`src/rtl/gate_sequencer.sv`:
```
// Gate program sequencer: fetches gate matrices one at a time, drives an external
// combinational gate-state multiplier and captures its result as the new state.
// Flat layout: amplitude i at [i*WIDTH +: WIDTH], matrix element [r][c] at [(r*2**N+c)*WIDTH +: WIDTH].
module gate_sequencer #(
  parameter int N         = 2,
  parameter int WIDTH     = 16,
  parameter int MAX_GATES = 16,
  parameter int SETTLE    = 1
) (
  input  logic                                 clk,
  input  logic                                 reset,
  input  logic                                 st_wr_en,
  input  logic [N-1:0]                         st_wr_addr,
  input  logic [WIDTH-1:0]                     st_wr_data,
  input  logic [$clog2(MAX_GATES+1)-1:0]       num_gates,
  input  logic                                 start,
  input  logic                                 abort,
  output logic                                 gate_req,
  output logic [$clog2(MAX_GATES)-1:0]         gate_idx,
  input  logic                                 gate_ack,
  input  logic [WIDTH*(2**N)*(2**N)-1:0]       gate_in,
  output logic [WIDTH*(2**N)*(2**N)-1:0]       mult_gate,
  output logic [WIDTH*(2**N)-1:0]              mult_state,
  input  logic [WIDTH*(2**N)-1:0]              mult_out,
  output logic [WIDTH*(2**N)-1:0]              state_out,
  output logic                                 busy,
  output logic                                 done
);
  localparam int DIM = 2**N;
  localparam int SW  = WIDTH*DIM;
  localparam int MW  = WIDTH*DIM*DIM;
  localparam int GW  = $clog2(MAX_GATES+1);
  localparam int KW  = $clog2(MAX_GATES);
  localparam int CW  = (SETTLE > 1) ? $clog2(SETTLE+1) : 1;

  localparam logic [GW-1:0]    MAX_G     = GW'(MAX_GATES);
  localparam logic [GW-1:0]    G_ZERO    = {GW{1'b0}};
  localparam logic [GW-1:0]    G_ONE     = {{(GW-1){1'b0}}, 1'b1};
  localparam logic [KW-1:0]    K_ZERO    = {KW{1'b0}};
  localparam logic [KW-1:0]    K_ONE     = {{(KW-1){1'b0}}, 1'b1};
  localparam logic [CW-1:0]    C_ONE     = {{(CW-1){1'b0}}, 1'b1};
  localparam logic [CW-1:0]    C_SETTLE  = CW'(SETTLE);
  localparam logic [WIDTH-1:0] AMP_ONE   = {2'b01, {(WIDTH-2){1'b0}}};
  localparam logic [SW-1:0]    RST_STATE = {{(SW-WIDTH){1'b0}}, AMP_ONE};

  typedef enum logic [2:0] {
    ST_IDLE    = 3'd0,
    ST_FETCH   = 3'd1,
    ST_SETTLE  = 3'd2,
    ST_CAPTURE = 3'd3,
    ST_DONE    = 3'd4
  } fsm_e;

  fsm_e          fsm_q, fsm_d;
  logic [SW-1:0] st_q, st_d;
  logic [MW-1:0] gate_q, gate_d;
  logic [KW-1:0] k_q, k_d;
  logic [GW-1:0] g_q, g_d;
  logic [CW-1:0] cnt_q, cnt_d;
  logic          req_q, req_d;
  logic          busy_q, busy_d;
  logic          done_q, done_d;

  // Next-state and datapath updates; abort outranks every other transition.
  always_comb begin
    fsm_d  = fsm_q;
    st_d   = st_q;
    gate_d = gate_q;
    k_d    = k_q;
    g_d    = g_q;
    cnt_d  = cnt_q;
    if (abort && (fsm_q != ST_IDLE)) begin
      fsm_d = ST_IDLE;
    end else begin
      case (fsm_q)
        ST_IDLE: begin
          if (st_wr_en) begin
            st_d[st_wr_addr*WIDTH +: WIDTH] = st_wr_data;
          end else begin
            st_d = st_q;
          end
          if (start) begin
            g_d   = (num_gates > MAX_G) ? MAX_G : num_gates;
            k_d   = K_ZERO;
            fsm_d = (g_d == G_ZERO) ? ST_DONE : ST_FETCH;
          end else begin
            fsm_d = ST_IDLE;
          end
        end
        ST_FETCH: begin
          if (gate_ack) begin
            gate_d = gate_in;
            cnt_d  = C_SETTLE;
            fsm_d  = (SETTLE == 0) ? ST_CAPTURE : ST_SETTLE;
          end else begin
            fsm_d = ST_FETCH;
          end
        end
        ST_SETTLE: begin
          if (cnt_q <= C_ONE) begin
            fsm_d = ST_CAPTURE;
          end else begin
            cnt_d = cnt_q - C_ONE;
          end
        end
        ST_CAPTURE: begin
          st_d = mult_out;
          if ((GW'(k_q) + G_ONE) == g_q) begin
            fsm_d = ST_DONE;
          end else begin
            k_d   = k_q + K_ONE;
            fsm_d = ST_FETCH;
          end
        end
        ST_DONE: fsm_d = ST_IDLE;
        default: fsm_d = ST_IDLE;
      endcase
    end
    req_d  = (fsm_d == ST_FETCH);
    busy_d = (fsm_d != ST_IDLE);
    done_d = (fsm_d == ST_DONE);
  end

  // State register, datapath registers and registered status outputs.
  always_ff @(posedge clk or negedge reset) begin
    if (!reset) begin
      fsm_q  <= ST_IDLE;
      st_q   <= RST_STATE;
      gate_q <= {MW{1'b0}};
      k_q    <= K_ZERO;
      g_q    <= G_ZERO;
      cnt_q  <= {CW{1'b0}};
      req_q  <= 1'b0;
      busy_q <= 1'b0;
      done_q <= 1'b0;
    end else begin
      fsm_q  <= fsm_d;
      st_q   <= st_d;
      gate_q <= gate_d;
      k_q    <= k_d;
      g_q    <= g_d;
      cnt_q  <= cnt_d;
      req_q  <= req_d;
      busy_q <= busy_d;
      done_q <= done_d;
    end
  end

  assign gate_req   = req_q;
  assign gate_idx   = k_q;
  assign mult_gate  = gate_q;
  assign mult_state = st_q;
  assign state_out  = st_q;
  assign busy       = busy_q;
  assign done       = done_q;

endmodule

```
`config.mk`:
```
export PLATFORM = sky130hd
export DESIGN_NAME = gate_sequencer
export DESIGN_NICKNAME = d
export VERILOG_FILES = /design/src/rtl/gate_sequencer.sv
export SDC_FILE = /design/constraint.sdc
export NUM_CORES = 1
export LEC_CHECK = 0
export ABC_AREA = 1
export ABC_CLOCK_PERIOD_IN_PS = 2150
export CORE_AREA = 5 5 288 290
export CTS_CLUSTER_DIAMETER = 80
export CTS_CLUSTER_SIZE = 25
export DETAILED_ROUTE_END_ITERATION = 8
export DIE_AREA = 0 0 293 295
export RECOVER_POWER = 50
export SLEW_MARGIN = 40
export SYNTH_ARGS = -nofsm -noshare
export SYNTH_HDL_FRONTEND = slang
export SYNTH_SLANG_ARGS = --single-unit
export TNS_END_PERCENT = 10
```
`constraint.sdc`:
```
create_clock -name clk -period 2.15 [get_ports clk]
set_input_delay 0.43 -clock clk [delete_from_list [all_inputs] [get_ports clk]]
set_output_delay 0.43 -clock clk [all_outputs]
set_load 0.02 [all_outputs]
```
==> summary.md <==
| Metric | Value |
|---|---|
| Worst vdd ir | 0.906 mV |
| Worst setup path class | reg -> out |
| Drt via density | 3.89 |
| Fin area | 0.0230 mm² |
| Reg2Reg Depth | 10 |
| Final setup fails | 0 |
| Via Count | 11,100 |
| Flops & latches, synth | 335 |
| I/O pins | 740 |
| Crit-path leading delay family | buffers and inverters |
| Clock Sink Count | 335 |
| Final HPWL DP | 43,200 µm |
| Clock skew | 26.4 ps |
| Worst stage delay on the critical path | 660 ps |
| Largest net degree at the start of global routing | 55 |
| Initial core utilization | 0.173 |
| Initial antenna violation count | 3 |
| Initial DRC Count | 375 |
| Worst slew pin tran | 981 ps |
| First-pass GRT wire length | 78,500 µm |
| Nets | 2,131 |
| Area Growth Syn to Fin | 66.1% |
| Worst path required time | 1720 ps |
| Minimum clock period | 2100 ps |
| Unique masters post-synth | 26 |
| Setup TNS | 0 ps |
| Critical-path cell list | clkdlybuf4s50_1 |
| Routability congestion estimate | 0.876 |
| Ys Warns | 0 |
| R2R setup slack | 230 ps |
| R2R Path Start | gate_idx[0] |
| CP Launch Point | mult_gate[23] |
| Critical Path Slowest Stage Cell | clkdlybuf4s50_1 |
| CTS root buf | clkbuf_16 |
| Highest Clock Rate | 476 MHz |
| Synth top area cells | dfrtp_1 (60%), mux2_2 (21%), buf_4 (3.5%), nand2_1 (2.9%), nand3_1 (1.6%) |
| Placed cell areas | 0.0224 mm² |
| CTS tree | yes |
| Finished Layout Cells | 2,855 |
| Clock latency on the worst-skew pair | 570 ps |
| All-layer global routing usage | 0.116 |
| Pre-antenna DRT Iters | 5 |
| GRT overflow | 0 |
| Post-synth ARST share | 1.00 |
| Filler cells | 8,224 |
| Ys flop type | dfrtp_1 |
| DRT Wirelength | 53,400 µm |
| DIE AREA | 0.0864 mm² |
| CP Capture Type | output pin |
| Worst-path fanout max | 2 |
| Mapped cell area | 0.0139 mm² |
| Die extent in x | 293 µm |
| Final Max Slew Viols | 0 |
| Final ANT Viol Nets | 0 |
| Hold crit path type | in -> async |
| Post-synth EDFFs | 0 |
| Core Area | 0.0800 mm² |
| Clock transition at path regs | 100 ps |
| Tcrit/Tclk final | 0.977 |
| Crit path depth | 1 |
| Max-slew headroom | 0.346 |
| Post-Syn Nets | 1,429 |
| Vias in the first global route | 12,300 |
| Total power divided by cell area | 1490 mW/mm² |
| Buf/Inv on CP | 1 |
| Max_cap viols | 0 |
| Yosys top cell by area | dfrtp_1 |
| Die Y | 295 µm |
| Leak Pwr | 9.29 nW |
| WL per Instance | 18.7 µm |
| Final Core Density | 0.287 |
| Final setup margin | 49.6 ps |
| WP data arrival | 1670 ps |
| Num CTS Buffers | 21 |
| Status | finished clean |
| Final hold violation count | 0 |
| Setup crit start kind | flop |
| Share of layout cells above drive strength 1 | 0.193 |
| Register area share after synthesis | 0.605 |
| Synth top area share | 0.603 |
| Post-placement cell count | 2,813 |
| Average size of a mapped cell | 12.9 µm² |
| DRC viols | 0 |
| Placement Rows | 104 |
| DP Worst Slack | -144 ps |
| PortBufs | 739 |
| Maximum level of the CTS H-tree | 1 |
| Cell count after synthesis | 1,075 |
| Max Root-Sink Buffers | 3 |
| RSZ-0062 raised after global routing | false |
==> path summary, 6_finish.rpt <==
path	to
max	mult_gate[23]
min	mult_gate[1]
max reg2reg	busy
min reg2reg	mult_gate[244]
max in group asynchronous	mult_gate[15]
min in group clk	mult_state[14]
==> cells in the mapped netlist (2+ instances only) <==
master	n
dfrtp_1	334
a21oi_1	18
inv_1	27
clkbuf_1	13
nor2_1	58
a31oi_1	32
mux2_2	256
buf_4	64
nor2_2	3
ha_1	5
a21oi_4	2
nand2_1	107
o21a_1	24
nand4_1	4
nand3_1	44
o21ai_0	9
buf_2	42
inv_2	2
o211ai_1	24
==> sequential cells by signal, indices dropped and copies added (netlist names) <==
signal and cells:
gate_req 1, fsm_q 3, mult_gate 256, mult_state 64, done 1, gate_idx 4, busy 1, g_q 5
==> where the power goes <==
part / switching (W) / internal [W]
Combinational: 0.00876 / 0.00912
Clock: 0.00247 / 0.00220
Sequential: 0.00222 / 0.00944
==> kinds of logic after synthesis <==
family | synth area share
adder cells (fa/ha/maj) | 0.00452
AND/OR/NAND/NOR | 0.0678
AO/OA/AOI/OAI | 0.0530
flip-flops | 0.605
multiplexers | 0.208
buffers and inverters | 0.0612
==> layer usage <==
layer	wire (µm)	vias to the layer above	global-route usage
met4	1420	0	0.0311
li1	-	5036	-
met5	0	-	0
met3	4370	55	0.0345
met1	19000	5554	0.126
met2	28600	465	0.218
==> area by class of cell <==
class | count | area, µm² | area share
sequential | 335 | 8390 | 0.365
clock inverter | 13 | 180 | 0.00783
timing repair buffer | 798 | 7820 | 0.340
antenna | 4 | 10.0 | 0.000435
inverter | 29 | 109 | 0.00473
multi-input combinational | 592 | 4620 | 0.201
clock buffer | 24 | 557 | 0.0242
tap | 1060 | 1330 | 0.0576
==> what timing repair did <==
action | 4_1_cts | 5_1_grt
hold endpoints to repair | 32 | 0
pin swaps | 0 | 0
hold buffers | 1 | 0
setup endpoints to repair | 31 | 4
gates resized for setup | 31 | 4
buffers inserted | 0 | 0
==> layout by cell type, fill, tap and decap left out, drive strengths merged <==
master	Yosys	layout
clkinv	0	4
buf	106	28
clkdlybuf4s50	0	705
bufinv	0	2
ha	5	5
nand3	44	44
dlymetal6s2s	0	3
nand2	107	107
dlygate4sd3	0	1
nor4	1	1
nor3	2	2
inv	29	34
dfstp	1	1
nand3b	1	1
dfrtp	334	334
clkbuf	13	55
diode	0	4
o22ai	1	1
a31oi	32	32
mux2	256	256
dlygate4sd2	0	30
nand4	4	4
a21oi	20	20
o21ai	9	9
clkinvlp	0	2
nor2	62	62
o211ai	24	24
o21a	24	24
==> per-stage QoR <==
step | hold WS (ps) | total power [W]
global placement | 401 | 0.0299
detailed placement | 404 | 0.0301
floorplan | 134 | 0.0204
CTS | 372 | 0.0348
finish | 391 | 0.0342
global route | 401 | 0.0360
Power figures use the tool's default switching activity.
==> RTL edit, RTL diff (same flow settings) <==
Make the reset (`reset`) synchronous in one clocked block.
--- a/src/rtl/gate_sequencer.sv
+++ b/src/rtl/gate_sequencer.sv
@@ -124,3 +124,3 @@
   // State register, datapath registers and registered status outputs.
-  always_ff @(posedge clk or negedge reset) begin
+  always_ff @(posedge clk) begin
     if (!reset) begin
Check against the original RTL: not equivalent (a bounded check fails within 4 cycles, from zero or initial values and one cycle with reset low; the reset may be asserted at any time).
==> RTL edit against the original RTL <==
  * Die area stayed put
  * Synthesized cell count increased by 65%
  * Clock skew fell by 8.8 ps
  * Highest routed layer is now met5
  * Synthesized area fell by 2.4%
  * Sequential share of layout area down 7.3 points
  * Wire length grew 16%
  * Final area decreased by 0.17%
  * Critical path type is now input port to flop
  * Setup slack lost 14 ps
  * Sequential cell count is the same
Power is not compared: it rests on default switching activity, and its combinational part moved more than twofold at a synthesized area within 25%.
==> RTL edit: results (changes against the original RTL) <==
syn nets=2123 (+49%); CP arrival=2580 ps (+910 ps); cts repair resizes=24 (-23%); clk slew on worst S/H paths=100 ps (about the same); CTS Buf Count=24 (+14%); outcome=finished clean; Total Routed Length=61.80 mm (+16%); Largest stage delay, worst path=620 ps (-40 ps); CTS Buffer Depth=3 (unchanged); CP max stage cell=dlygate4sd3_1; final net count=2781 (+31%); synth warn=0 (unchanged); Post-synth ARST share=0 (-1.000); pin count of the biggest net entering global routing=69 (+25%); number of enable flip-flop cells after synthesis=0 (unchanged); DRT Pass-1 Iters=5 (unchanged); Mapped Avg Cell Area=7.643 um2 (-41%); Netlist cell types=30 (+15%); post-CTS setup buffers=0 (unchanged); Tightest Hold Check Type=input port to flop; H-tree depth=1 (unchanged); All-Layer GR Usage=0.1315 (+0.01594); worst skew pair latency=570 ps (about the same); first-pass GRT wire length=90.12 mm (+15%); synth top area cells=dfxtp_1 50%, a21oi_1 13%, nand2_1 11%; P_leak=7.829 nW; clock root cell=clkbuf_16; worst ir drop on vdd=0.0005589 V; WL/cell=17.63 um (-5.8%); post-DP HPWL=47.83 mm (+11%); share of layout cells above drive strength 1=0.06380 (-0.1294); dpl cells=3461 (+23%); Routability Congestion=0.9055 (+3.3%); Top delay family on crit path=buffers and inverters; I/O Buffers=739 (unchanged); Slew headroom=0.6333 (+0.2870); Reg power frac=0.460; CP max FO=7 (+5); max FFs per register=256 (unchanged); Net Sw Power=4.195 mW; initial detailed-routing violation count=676 (+80%); fillers=8633 (+5.0%); number of global-route vias before repair=14200 (+15%); clock power share=0.358; Vias per Instance=4.143 (+6.5%); Setup Skew=17.64 ps (-8.771 ps); ranking of synthesized cells by instance count=397 x nand2_1, 339 x a21oi_1, 335 x dfxtp_1, 284 x nand3_1, 77 x clkbuf_1; initial antenna violation count=4 (+1); post-synthesis sequential area ratio=0.4960 (-0.1093)
[RTL edit: logic make-up after synthesis]
group	share of synthesized area
AND/OR/NAND/NOR	0.2384
buffers and inverters	0.09661
flip-flops	0.4960
AO/OA/AOI/OAI	0.1644
adder cells (fa/ha/maj)	0.004627
[RTL edit: worst paths after layout]
check,startpoint,to,slack (ps),depth (start not counted)
setup / recovery,st_wr_addr[0],mult_state[26]$_SDFFE_PN0P_,40,10
hold / removal,gate_in[167],mult_gate[167]$_SDFFE_PN0P_,430,3
setup reg to reg,fsm_q[2]$_SDFF_PN0_,mult_gate[55]$_SDFFE_PN0P_,190,7
hold reg to reg,mult_gate[5]$_SDFFE_PN0P_,mult_gate[5]$_SDFFE_PN0P_,460,2
[RTL edit: through the flow]
step	hold slack (ps)	total power [mW]	setup slack, ps	area, um2	setup TNS [ps]
3_5_place_dp	445.4	9.355	-204.4	22310	-5850
4_1_cts	380.1	14.52	2.933	23130	0
5_1_grt	399.2	14.86	-17.94	22970	-26.02
3_3_place_gp	443.1	9.353	-182.6	22310	-5025
2_1_floorplan	443.8	7.748	397.8	13520	0
6_report	425.5	14.24	35.83	22970	0
[RTL edit: layout make-up]
class	count	area, um2	share of cell area
inverter	45	186.4	0.008117
clock inverter	18	215.2	0.009370
clock buffer	26	639.4	0.02784
tap	1060	1326	0.05775
timing repair buffer	844	8383	0.3650
sequential	335	6706	0.2920
multi-input combinational	1177	5508	0.2398
antenna	1	2.502	0.0001090
[RTL edit: metal layers]
layer	part of all wire	vias to the layer above	wire length, um	global-route usage
met4	0.027	2	1661	0.03625
met2	0.50	513	30880	0.2358
met3	0.073	68	4534	0.03080
li1	-	7197	-	-
met1	0.40	6745	24710	0.1579
met5	0.00021	-	13	0
